## config.mk

```make
export PLATFORM = sky130hd
export DESIGN_NAME = pe_shift_sum
export DESIGN_NICKNAME = d
export VERILOG_FILES = /design/src/rtl/pe_shift_sum.sv
export SDC_FILE = /design/constraint.sdc
export NUM_CORES = 1
export LEC_CHECK = 0
export ABC_AREA = 0
export CAP_MARGIN = 20
export CORE_UTILIZATION = 30
export DETAILED_ROUTE_END_ITERATION = 12
export HOLD_SLACK_MARGIN = 0.15
export PLACE_DENSITY = 0.51
export SLEW_MARGIN = 20
export SYNTH_ARGS = -nofsm -noshare
export SYNTH_HDL_FRONTEND = slang
export SYNTH_SLANG_ARGS = --single-unit
```

## constraint.sdc

```tcl
create_clock -name i_clk -period 5.2 [get_ports i_clk]
set_input_delay 0.78 -clock i_clk [delete_from_list [all_inputs] [get_ports i_clk]]
set_output_delay 0.78 -clock i_clk [all_outputs]
set_load 0.01 [all_outputs]
```

## src/rtl/pe_shift_sum.sv

```systemverilog
// Shift-and-sum accumulation stage: shifts each partial product by its bit-serial
// significance, accumulates it, and retires finished pixels to the psum pad or downstream.
module pe_shift_sum #(
  parameter int PRODWD = 16,
  parameter int PSUMWD = 32,
  parameter int SHTWD  = 5,
  parameter int CNTWD  = 8
) (
  input  logic              i_clk,
  input  logic              i_rst,
  input  logic              i_Prod_rdy,
  output logic              o_Prod_ack,
  input  logic [PRODWD-1:0] i_prod,
  input  logic              i_resetsum,
  input  logic              i_psumread,
  input  logic              i_psumwrite,
  input  logic              i_lstrow,
  input  logic              i_psum_mode,
  input  logic [SHTWD-1:0]  i_sht_num,
  input  logic [PSUMWD-1:0] i_ppad_rdata,
  output logic              o_ppad_write,
  output logic [PSUMWD-1:0] o_ppad_wdata,
  output logic              o_Out_rdy,
  input  logic              i_Out_ack,
  output logic [PSUMWD-1:0] o_out,
  output logic [CNTWD-1:0]  o_pixcnt,
  output logic              o_busy
);

  typedef enum logic [1:0] {
    S_IDLE = 2'd0,
    S_ACC  = 2'd1,
    S_HOLD = 2'd2
  } state_t;

  localparam logic signed [PSUMWD-1:0] SAT_MAX = PSUMWD'(32'sd32767);
  localparam logic signed [PSUMWD-1:0] SAT_MIN = PSUMWD'(-32'sd32768);

  state_t                   r_state;
  logic [PSUMWD-1:0]        r_acc;
  logic                     r_ppad_write;
  logic [PSUMWD-1:0]        r_ppad_wdata;
  logic                     r_out_rdy;
  logic [PSUMWD-1:0]        r_out;
  logic [CNTWD-1:0]         r_pixcnt;

  logic                     w_xfer;
  logic signed [PSUMWD-1:0] w_prod_ext;
  logic signed [PSUMWD-1:0] w_term;
  logic signed [PSUMWD-1:0] w_pad;
  logic signed [PSUMWD-1:0] w_base;
  logic signed [PSUMWD-1:0] w_sum;
  logic signed [PSUMWD-1:0] w_result;

  // One-entry output register: a waiting final sum blocks new products unless it drains now.
  assign o_Prod_ack = !r_out_rdy || i_Out_ack;
  assign w_xfer     = i_Prod_rdy && o_Prod_ack;

  assign w_prod_ext = {{(PSUMWD-PRODWD){i_prod[PRODWD-1]}}, i_prod};
  assign w_term     = w_prod_ext << i_sht_num;
  assign w_pad      = i_psum_mode ? {{(PSUMWD-16){i_ppad_rdata[15]}}, i_ppad_rdata[15:0]}
                                  : i_ppad_rdata;

  always_comb begin
    w_base = r_acc;
    if (i_resetsum) begin
      w_base = '0;
    end else if (i_psumread) begin
      w_base = w_pad;
    end
  end

  assign w_sum = w_base + w_term;

  always_comb begin
    w_result = w_sum;
    if (i_psum_mode) begin
      if (w_sum > SAT_MAX) begin
        w_result = SAT_MAX;
      end else if (w_sum < SAT_MIN) begin
        w_result = SAT_MIN;
      end
    end
  end

  always_ff @(posedge i_clk or negedge i_rst) begin
    if (!i_rst) begin
      r_state      <= S_IDLE;
      r_acc        <= '0;
      r_ppad_write <= 1'b0;
      r_ppad_wdata <= '0;
      r_out_rdy    <= 1'b0;
      r_out        <= '0;
      r_pixcnt     <= '0;
    end else begin
      r_ppad_write <= 1'b0;
      if (r_out_rdy && i_Out_ack) begin
        r_out_rdy <= 1'b0;
      end
      if (w_xfer) begin
        if (i_psumwrite) begin
          r_acc    <= '0;
          r_pixcnt <= r_pixcnt + CNTWD'(1);
          if (i_lstrow) begin
            r_out     <= w_result;
            r_out_rdy <= 1'b1;
            r_state   <= S_HOLD;
          end else begin
            r_ppad_write <= 1'b1;
            r_ppad_wdata <= w_result;
            r_state      <= S_IDLE;
          end
        end else begin
          r_acc   <= w_sum;
          r_state <= S_ACC;
        end
      end else if (r_state == S_HOLD && i_Out_ack) begin
        r_state <= S_IDLE;
      end
    end
  end

  assign o_ppad_write = r_ppad_write;
  assign o_ppad_wdata = r_ppad_wdata;
  assign o_Out_rdy    = r_out_rdy;
  assign o_out        = r_out;
  assign o_pixcnt     = r_pixcnt;
  assign o_busy       = (r_state != S_IDLE);

endmodule

```

==> results of run 1 <==
[state kept, by name, indices dropped and copies added (netlist names)]
| name | count |
|---|---|
| o_out | 32 |
| o_ppad_write | 1 |
| o_Out_rdy | 1 |
| o_ppad_wdata | 32 |
| r_acc | 32 |
| o_pixcnt | 8 |
| r_state | 2 |
[cells by family (layout without fill, tap and decap cells)]
kind of cell | after synthesis | count (layout) | share of synthesized area [%]
compound gates | 288 | 288 | 26.2
xor+xnor | 31 | 31 | 3.41
fa+ha+maj | 34 | 34 | 5.44
buf+inv | 83 | 431 | 4.44
flops | 108 | 108 | 34.0
mux | 50 | 50 | 7.66
simple gates | 343 | 344 | 18.9
[layer usage]
metal | global-route usage, % | vias to the layer above | wire [um]
met5 | 0 | - | 0
met4 | 5.25 | 0 | 442
met3 | 3.47 | 30 | 1130
met2 | 34.7 | 173 | 13800
met1 | 29.2 | 4041 | 13700
li1 | - | 4114 | -
[where the power goes]
part	leakage (nW)	internal (mW)	total (mW)	switching [mW]
sequential	1.35	1.07	1.23	0.156
combinational	4.23	1.13	2.11	0.979
clock	0.130	0.328	0.664	0.336
[worst paths after layout]
kind / to / slack, ns
worst min register to register: r_acc[0] / 0.48
worst min-delay path: r_acc[0] / 0.48
min in group asynchronous: o_ppad_write / 0.55
worst max-delay path: o_out[11] / -0.12
max in group asynchronous: r_acc[9] / 3.56
worst max register to register: o_ppad_wdata[2] / 0.80
[cell type report]
class,instances,area share [%]
multi-input combinational,747,44.4
timing repair buffer,401,28.4
sequential,108,21.3
tap,335,3.30
clock buffer,9,1.77
inverter,15,0.463
clock inverter,6,0.384
[worst reg2reg max path, cell delays in order, from the launching register on]
cell and delay [ns]:
dfrtp_1 0.38, mux2i_1 0.13, nor2_1 0.06, ha_2 0.19, fa_2 0.35, a21o_1 0.21, a221oi_4 0.34, buf_6 0.16
a2bb2oi_4 0.21, a31oi_4 0.12, buf_6 0.14, xor2_2 0.14, buf_4 0.16, or4_4 0.53, nor4_4 0.31, buf_4 0.21
a311oi_4 0.17, buf_12 0.21, a211o_1 0.28
[synthesized netlist by cell type, types with 3 or more instances]
cell,instances,area (um2)
a211o_1,31,272
a211oi_1,38,285
a211oi_2,14,175
a21o_1,5,37.5
a21oi_1,66,330
a22o_1,21,184
a311oi_2,3,45.0
a31oi_1,6,37.5
a41oi_1,3,26.3
and2_1,11,68.8
and3_1,8,50.1
buf_1,5,18.8
buf_2,5,25.0
buf_6,4,45.0
clkbuf_1,52,195
dfrtp_1,108,2700
ha_1,33,413
inv_1,14,52.6
mux2_2,7,78.8
mux2i_1,35,350
mux4_2,8,180
nand2_1,118,443
nand2b_1,9,56.3
nand3_1,5,25.0
nand4_1,14,87.6
nor2_1,153,574
nor2b_1,4,25.0
nor3_1,5,25.0
o211a_1,3,30.0
o211ai_1,9,67.6
o21ai_0,54,270
o22ai_1,6,37.5
xnor2_1,23,201
xor2_1,8,70.1
[repair_timing]
item	CTS	global route
setup endpoints to repair	64	64
pin swaps	39	73
buffers inserted	18	14
gates cloned	4	1
gates resized for setup	114	120
==> qor.yml, run 1 <==
clock_path_buffers: 2
hold_depth: 2
gr-total-overflow: 0
regArea_um2: 2700
setup-tns-final_ns: -3.63
holdWs_ns: 0.476
grt_pass1_wl_um: 44500
final_area_um2: 12700
clock-sinks: 108
critPathBufInv: 4
required_ns: 5.45
slowest_stage: "or4_4"
clock_skew_ns: 0.0126
hpwl_um: 21700
worst_slew_pin_slew_ns: 1.11
cts_htree_levels: 3
cts_tree: "built"
syn_area_per_cell_um2: 8.49
hold_viol_final: 0
drc: 0
start_kind: "input pin"
initial_utilization_pct: 30.5
pre_cts_slack_ns: -1.09
ant_nets: 0
drv_cap: 0
finalNetCount: 1378
p_total_mw: 4.01
final_cell_mix: "buf_4, nor2_1, clkdlybuf4s50_1, dfrtp_1, nand2_1"
cp_cell_sequence: "buf_8, buf_6, mux4_2, mux2_4, o21ai_4, nor2_4, ha_4, buf_6, nand4_1, or2_1, o21a_2, or4_4, and3_4, or2_4, nand4b_1, or4_4, ha_4, nand2_8, buf_16, nand2_4, nor2_1, a211o_1"
wl_per_cell_um: 18.0
finalWeightedCongestion: 0.910
ff2ff_path_depth: 18
num_rows: 59
setup_viol: 57
min_period_ns: 5.32
diodes: 0
io_pins: 138
wl_um: 29100
crit_path_max_fanout: 5
cts_buffers: 9
crit_type: "in2reg"
fmax_ghz: 0.188
chipHeight_um: 165
synth_edf_count: 0
p_leak_nw: 5.71
clk_pin_slew_ns: 0.08
setup_slack_ns: -0.118
crit_path_start: "i_sht_num[0]"
failed_checks: "negative setup slack"
drt_first_pass_iters: 5
crit_family: "simple AND/OR/NAND/NOR gates"
hp-class: "reg2reg"
drive_above_1_share_pct: 34.9
clk_latency_ns: 0.36
powerDensity_nw_per_um2: 316
first_global_vias: 8176
die_area_um2: 27200
final_cells: 1621
critPathMaxStageDelay_ns: 0.55
synth_area_um2: 7950
hold_buffers: 0
antenna_found_initial: 0
r2r_start: "r_acc[0]"
core_um2: 26100
utilization_pct: 48.7
seq_area_frac_synth_pct: 34.0
layout_commonest_cell: "buf_4"
outcome: "finished with violations"
place_inst: 1569
grt_max_degree: 73
arrival_ns: 5.57
synth.distinct_cells: 70
vias: 8358
grt_setup_unrepaired: "true"
worst_slew_margin_rel_pct: 25.5
viasPerCell: 5.16
die_width_um: 165
netlist_instances: 937
syn_to_final_growth_pct: 59.6
nFillCells: 2553
crit_cells: 22
synth_nets: 1033
clock-root-buffer: "clkbuf_16"
placed_cell_area_um2: 11300
drv_slew: 0
grt_usage_pct: 21.3
multi_input_area_um2: 5640
ir_drop_uv: 204
end_kind: "flip-flop"
postSynth.asyncResetShare_pct: 100
drt_iter0_markers: 467
yosysWarnings: 0
synthFlopType: "dfrtp_1"
fin_crit_sh_pct: 102
port_buffers: 137
ys_ff_latch: 108
hp-start: "r_acc[0]"
No activity file was read; power rests on OpenSTA's default activity.
==> inputs of run 2 (changes only) <==
==> constraint.sdc (replaced) <==
create_clock -name i_clk -period 5.5 [get_ports i_clk]
set_input_delay 0.825 -clock i_clk [delete_from_list [all_inputs] [get_ports i_clk]]
set_output_delay 0.825 -clock i_clk [all_outputs]
set_load 0.01 [all_outputs]
==> run 2 against run 1 <==
Net effect:
- sequential power decreased by 5%
- clock power grew 3.2%
- sequential cell count did not move
- critical path depth stayed put
- largest cell class unchanged
- non-clock buffer count is 16 lower
- highest routed layer unchanged
- cell area down 3.7%
- the flow now finishes without violations
- sequential share of layout area is 0.82 points higher
- register-to-register slack improved by 0.27 ns
==> qor.yml, run 2 (synthesis gave the netlist of run 1 again) <==
wl_um: 29200
clkPwrFrac_pct: 18.5
multi_input_area_um2: 5300
num_rows: 59
intPower_mw: 2.36
first_global_vias: 8200
diodes: 0
gr-total-overflow: 0
clk_pin_slew_ns: 0.08
wl_per_cell_um: 18.2
grt_max_degree: 59
min_period_ns: 5.39
vias: 8254
drive_above_1_share_pct: 29.4
swShare_pct: 36.3
ir_drop_uv: 265
final_cell_mix: "buf_4, nor2_1, clkdlybuf4s50_1, dfrtp_1, nand2_1"
hold_viol_final: 0
drt_iter0_markers: 508
start_kind: "input pin"
pre_cts_slack_ns: -0.911
required_ns: 5.74
clock-root-buffer: "clkbuf_16"
die_width_um: 165
chipHeight_um: 165
pwr-share-seq_pct: 31.7
clock-sinks: 108
cts_htree_levels: 3
arrival_ns: 5.63
initial_utilization_pct: 30.5
critPathMaxStageDelay_ns: 0.55
ant_nets: 0
crit_type: "in2reg"
drv_slew: 0
cts_buffers: 9
drc: 0
antenna_found_initial: 0
layout_commonest_cell: "buf_4"
worst_slew_pin_slew_ns: 0.975
fmax_ghz: 0.186
crit_path_max_fanout: 9
clk_latency_ns: 0.35
p_sw_mw: 1.34
finalWeightedCongestion: 0.892
hp-class: "reg2reg"
drv_cap: 0
cts_tree: "built"
fin_crit_sh_pct: 98.0
drt_first_pass_iters: 6
clock_path_buffers: 2
clock_skew_ns: 0.0123
finalNetCount: 1361
cp_cell_sequence: "clkdlybuf4s15_1, mux4_2, buf_4, mux2i_4, mux2_4, nor2_1, ha_1, nand2_2, or4_4, a2bb2oi_4, o211ai_1, a21oi_2, a211o_1, nor3_1, nand3_1, or4_4, ha_4, nand2_8, buf_12, nand2_1, nor2_1, a211o_1"
port_buffers: 137
core_um2: 26100
powerDensity_nw_per_um2: 303
outcome: "finished clean"
setup_viol: 0
die_area_um2: 27200
grt_usage_pct: 21.7
p_leak_nw: 5.61
end_kind: "flip-flop"
pwr-share-comb_pct: 49.8
holdWs_ns: 0.472
setup_slack_ns: 0.110
worst_slew_margin_rel_pct: 34.9
io_pins: 138
hpwl_um: 22100
slowest_stage: "or4_4"
nFillCells: 2522
regArea_um2: 2700
viasPerCell: 5.14
grt_pass1_wl_um: 45300
syn_to_final_growth_pct: 53.7
[run 2: cell count changes in the layout (fill, tap and decap cells not counted), sizes merged]
cell,previous run,this run
buf,267,249
clkinvlp,2,1
clkdlybuf4s15,12,4
dlymetal6s2s,0,11
inv,16,17
clkbuf,14,12
dlygate4sd2,1,2
bufinv,0,1
and2,12,11
[run 2: worst paths after layout]
check                           slack [ns]  startpoint  cells after the start         to
max in group asynchronous             3.81       i_rst                      2   o_out[6]
worst min register to register        0.47    r_acc[0]                      2   r_acc[0]
min in group asynchronous             0.53       i_rst                      1  o_out[27]
worst max-delay path                  0.11   i_prod[4]                     22   o_out[8]
worst min-delay path                  0.47    r_acc[0]                      2   r_acc[0]
worst max register to register        1.07    r_acc[0]                     19   o_out[8]
[run 2: what timing repair did]
action                                  in CTS  in global routing
pin swaps                                   27                 25
gates cloned                                 3                  2
hold buffers                                 0                  0
resized for setup                           52                 83
endpoints found under the setup margin      64                 64
setup buffers                               16                 12
[run 2: power by group through the flow]
stage,combinational [mW],sequential [mW],clock (mW)
after global routing,1.99,1.20,0.724
after CTS,1.77,1.17,0.701
after floorplan,0.689,1.24,0
after global placement,1.67,1.19,0
final,1.84,1.17,0.685
after detailed placement,1.68,1.18,0
[run 2: metrics by stage]
stage / cell area (um2) / util [%] / power [mW] / TNS, ns / cells
5_1_grt: 12200 / 46.9 / 3.91 / -0.170 / 1605
6_report: 12200 / 46.9 / 3.70 / 0 / 1605
4_1_cts: 11800 / 45.5 / 3.65 / 0 / 1591
3_5_place_dp: 11200 / 42.9 / 2.86 / -49.72 / 1556
3_3_place_gp: 11200 / 42.9 / 2.86 / -48.85 / 1556
2_1_floorplan: 7980 / - / 1.93 / 0 / 937
[run 2: cell type report]
class,count,area share (%)
multi-input cells,746,43.4
repair buffers,385,28.1
flip-flops and latches,108,22.1
well taps,335,3.43
clock buffers,9,1.84
clock inverters,7,0.696
inverters,15,0.481
[run 2: critical path: cells and delay by family]
kind            cells  cell delay (ns)
fa+ha+maj           2             0.66
simple gates        9             1.70
mux                 3             0.90
compound gates      5             0.96
buf+inv             3             0.56
[run 2: routing by layer]
| metal | share of wire (%) | up-vias | GRT usage, % |
|---|---|---|---|
| met5 | 0 | - | 0 |
| met4 | 2.0 | 0 | 5.17 |
| met3 | 5.2 | 34 | 3.49 |
| met2 | 46 | 228 | 35.2 |
| met1 | 47 | 3924 | 29.8 |
| li1 | - | 4068 | - |
==> inputs of run 3 (changes only) <==
--- a/config.mk
+++ b/config.mk
@@ -7,6 +7,7 @@
 export LEC_CHECK = 0
 export ABC_AREA = 0
 export CAP_MARGIN = 20
+export CORE_MARGIN = 2
 export CORE_UTILIZATION = 30
 export DETAILED_ROUTE_END_ITERATION = 12
 export HOLD_SLACK_MARGIN = 0.15
==> constraint.sdc (replaced) <==
create_clock -name i_clk -period 6 [get_ports i_clk]
set_input_delay 0.9 -clock i_clk [delete_from_list [all_inputs] [get_ports i_clk]]
set_output_delay 0.9 -clock i_clk [all_outputs]
set_load 0.01 [all_outputs]
==> run 3 against run 2 <==
Net effect:
- clock skew hardly changed
- sequential share of layout area up 1.6 points
- non-clock buffer count decreased by 56
- die area is 2.4% higher
- hold slack is essentially flat
- via count decreased by 4.1%
- cell area down 6.9%
- cell count down 3.5%
- first-iteration DRC count rose by 15%
- register-to-register slack better by 0.47 ns
- sequential power decreased by 8%
- clock-buffer cell count grew 2
- largest cell class unchanged
- highest routed layer unchanged
==> qor.yml, run 3 (synthesis gave the netlist of run 1 again) <==
outcome: "finished clean"
crit_path_max_fanout: 16
clock-sinks: 108
start_kind: "input pin"
cts_htree_levels: 3
finalWeightedCongestion: 0.899
setup_viol: 0
hold_buffers: 0
syn_to_final_growth_pct: 43.1
final_area_um2: 11400
p_leak_nw: 5.16
required_ns: 6.23
utilization_pct: 43.7
core_um2: 26100
fmax_ghz: 0.174
worst_slew_margin_rel_pct: 36.6
place_inst: 1532
hpwl_um: 21800
clock_path_buffers: 2
wl_um: 27500
hp-start: "r_acc[0]"
ant_nets: 0
placed_cell_area_um2: 10900
drv_slew: 0
chipHeight_um: 167
holdWs_ns: 0.472
ir_drop_uv: 211
grt_max_degree: 64
r2r_start: "r_acc[0]"
p_sw_mw: 1.16
grt_usage_pct: 19.5
grt_busiest_layer: "met2"
min_period_ns: 5.73
drt_iter0_markers: 582
worst_slew_pin_slew_ns: 0.951
nFillCells: 2595
grt_use_met1_pct: 27.5
end_kind: "flip-flop"
final_cell_mix: "buf_4, nor2_1, clkdlybuf4s50_1, nand2_1, dfrtp_1"
die_area_um2: 27800
use_met2_pct: 31.0
die_width_um: 167
first_global_vias: 7927
grtUsageMet3_pct: 3.35
wl_per_cell_um: 17.8
drc: 0
r2r_setup_slack_ns: 1.54
diodes: 0
powerDensity_nw_per_um2: 286
cts_buffers: 9
regArea_um2: 2700
num_rows: 59
pwr-share-seq_pct: 33.1
hold_viol_final: 0
crit_type: "in2reg"
viasPerCell: 5.11
port_buffers: 137
grt_pass1_wl_um: 43700
final_cells: 1549
cts_tree: "built"
io_pins: 138
r2r-end: "o_ppad_wdata[6]"
fin_crit_sh_pct: 95.6
multi_input_area_um2: 5010
clock_skew_ns: 0.0124
hp-class: "reg2reg"
pwr-share-comb_pct: 47.4
finalNetCount: 1305
vias: 7912
clk_latency_ns: 0.35
drt_first_pass_iters: 5
drive_above_1_share_pct: 21.8
antenna_found_initial: 0
clkPwrFrac_pct: 19.6
clock-root-buffer: "clkbuf_16"
layout_commonest_cell: "buf_4"
intPower_mw: 2.10
grt_setup_unrepaired: "false"
gr-total-overflow: 0
holdPathEnd: "r_acc[0]"
ff2ff_path_depth: 19
clk_pin_slew_ns: 0.07
initial_utilization_pct: 30.5
hold_depth: 2
swShare_pct: 35.6
arrival_ns: 5.97
drv_cap: 0
## run 3: routing by layer
metal  share of wire [%]  vias up  wire length [um]
met5                   0        -                 0
met2                  45      169             12300
met4                 1.7        0               480
li1                    -     3955                 -
met3                 4.5       28              1230
met1                  49     3760             13500
## run 3: per-stage QoR
step                      TNS [ns]  power (mW)  setup slack [ns]
final                            0        3.26             0.265
after global routing             0        3.46           0.00232
after CTS                        0        3.27           0.00877
after detailed placement    -26.70        2.60            -0.571
after global placement      -25.34        2.61            -0.537
after floorplan                  0        1.76            0.0112
## run 3: timing repair
action | in CTS | in global routing
setup buffers | 0 | 1
pin swaps | 0 | 3
hold endpoints to repair | 0 | 0
endpoints found under the setup margin | 60 | 64
gates resized for setup | 9 | 21
## run 3: final cells by class
class / instances / share of cell area, %
multi-input cells: 746 / 44.0
repair buffers: 329 / 25.2
flip-flops and latches: 108 / 23.7
well taps: 335 / 3.68
clock buffers: 11 / 2.22
clock inverters: 5 / 0.594
inverters: 15 / 0.495
## run 3: power by group through the flow
stage	Clock, mW	Combinational, mW	Sequential, mW
detailed placement	0	1.52	1.08
floorplan	0	0.628	1.13
global route	0.675	1.68	1.10
CTS	0.655	1.54	1.08
finish	0.637	1.54	1.08
global placement	0	1.52	1.09
## run 3: worst max path at each step
stage                  from               end  slack (ns)  cells past startpoint
6_report          i_prod[8]   o_ppad_wdata[6]        0.27                     23
3_3_place_gp   i_sht_num[0]         o_out[25]       -0.54                     21
2_1_floorplan  i_sht_num[1]  o_ppad_wdata[24]        0.01                     20
5_1_grt          i_prod[10]  o_ppad_wdata[14]       0.002                     22
3_5_place_dp   i_sht_num[0]  o_ppad_wdata[16]       -0.57                     22
4_1_cts        i_sht_num[0]   o_ppad_wdata[6]       0.009                     21
## run 3: worst max-delay path: stages
cell and delay (ns):
clkdlybuf4s50_1 0.47, mux4_2 0.50, nand2_1 0.08, nand2_1 0.07, o21ai_0 0.21, buf_4 0.16
nor2_1 0.04, ha_1 0.34, nand4_1 0.14, or4_4 0.56, a2bb2oi_4 0.18, o211ai_1 0.11
a21oi_1 0.11, a211o_1 0.29, nor3_1 0.18, nand3_1 0.10, or4_1 0.51, ha_1 0.32
nand2_1 0.10, buf_12 0.17, nand2_1 0.12, nor2_1 0.05, a211o_1 0.23
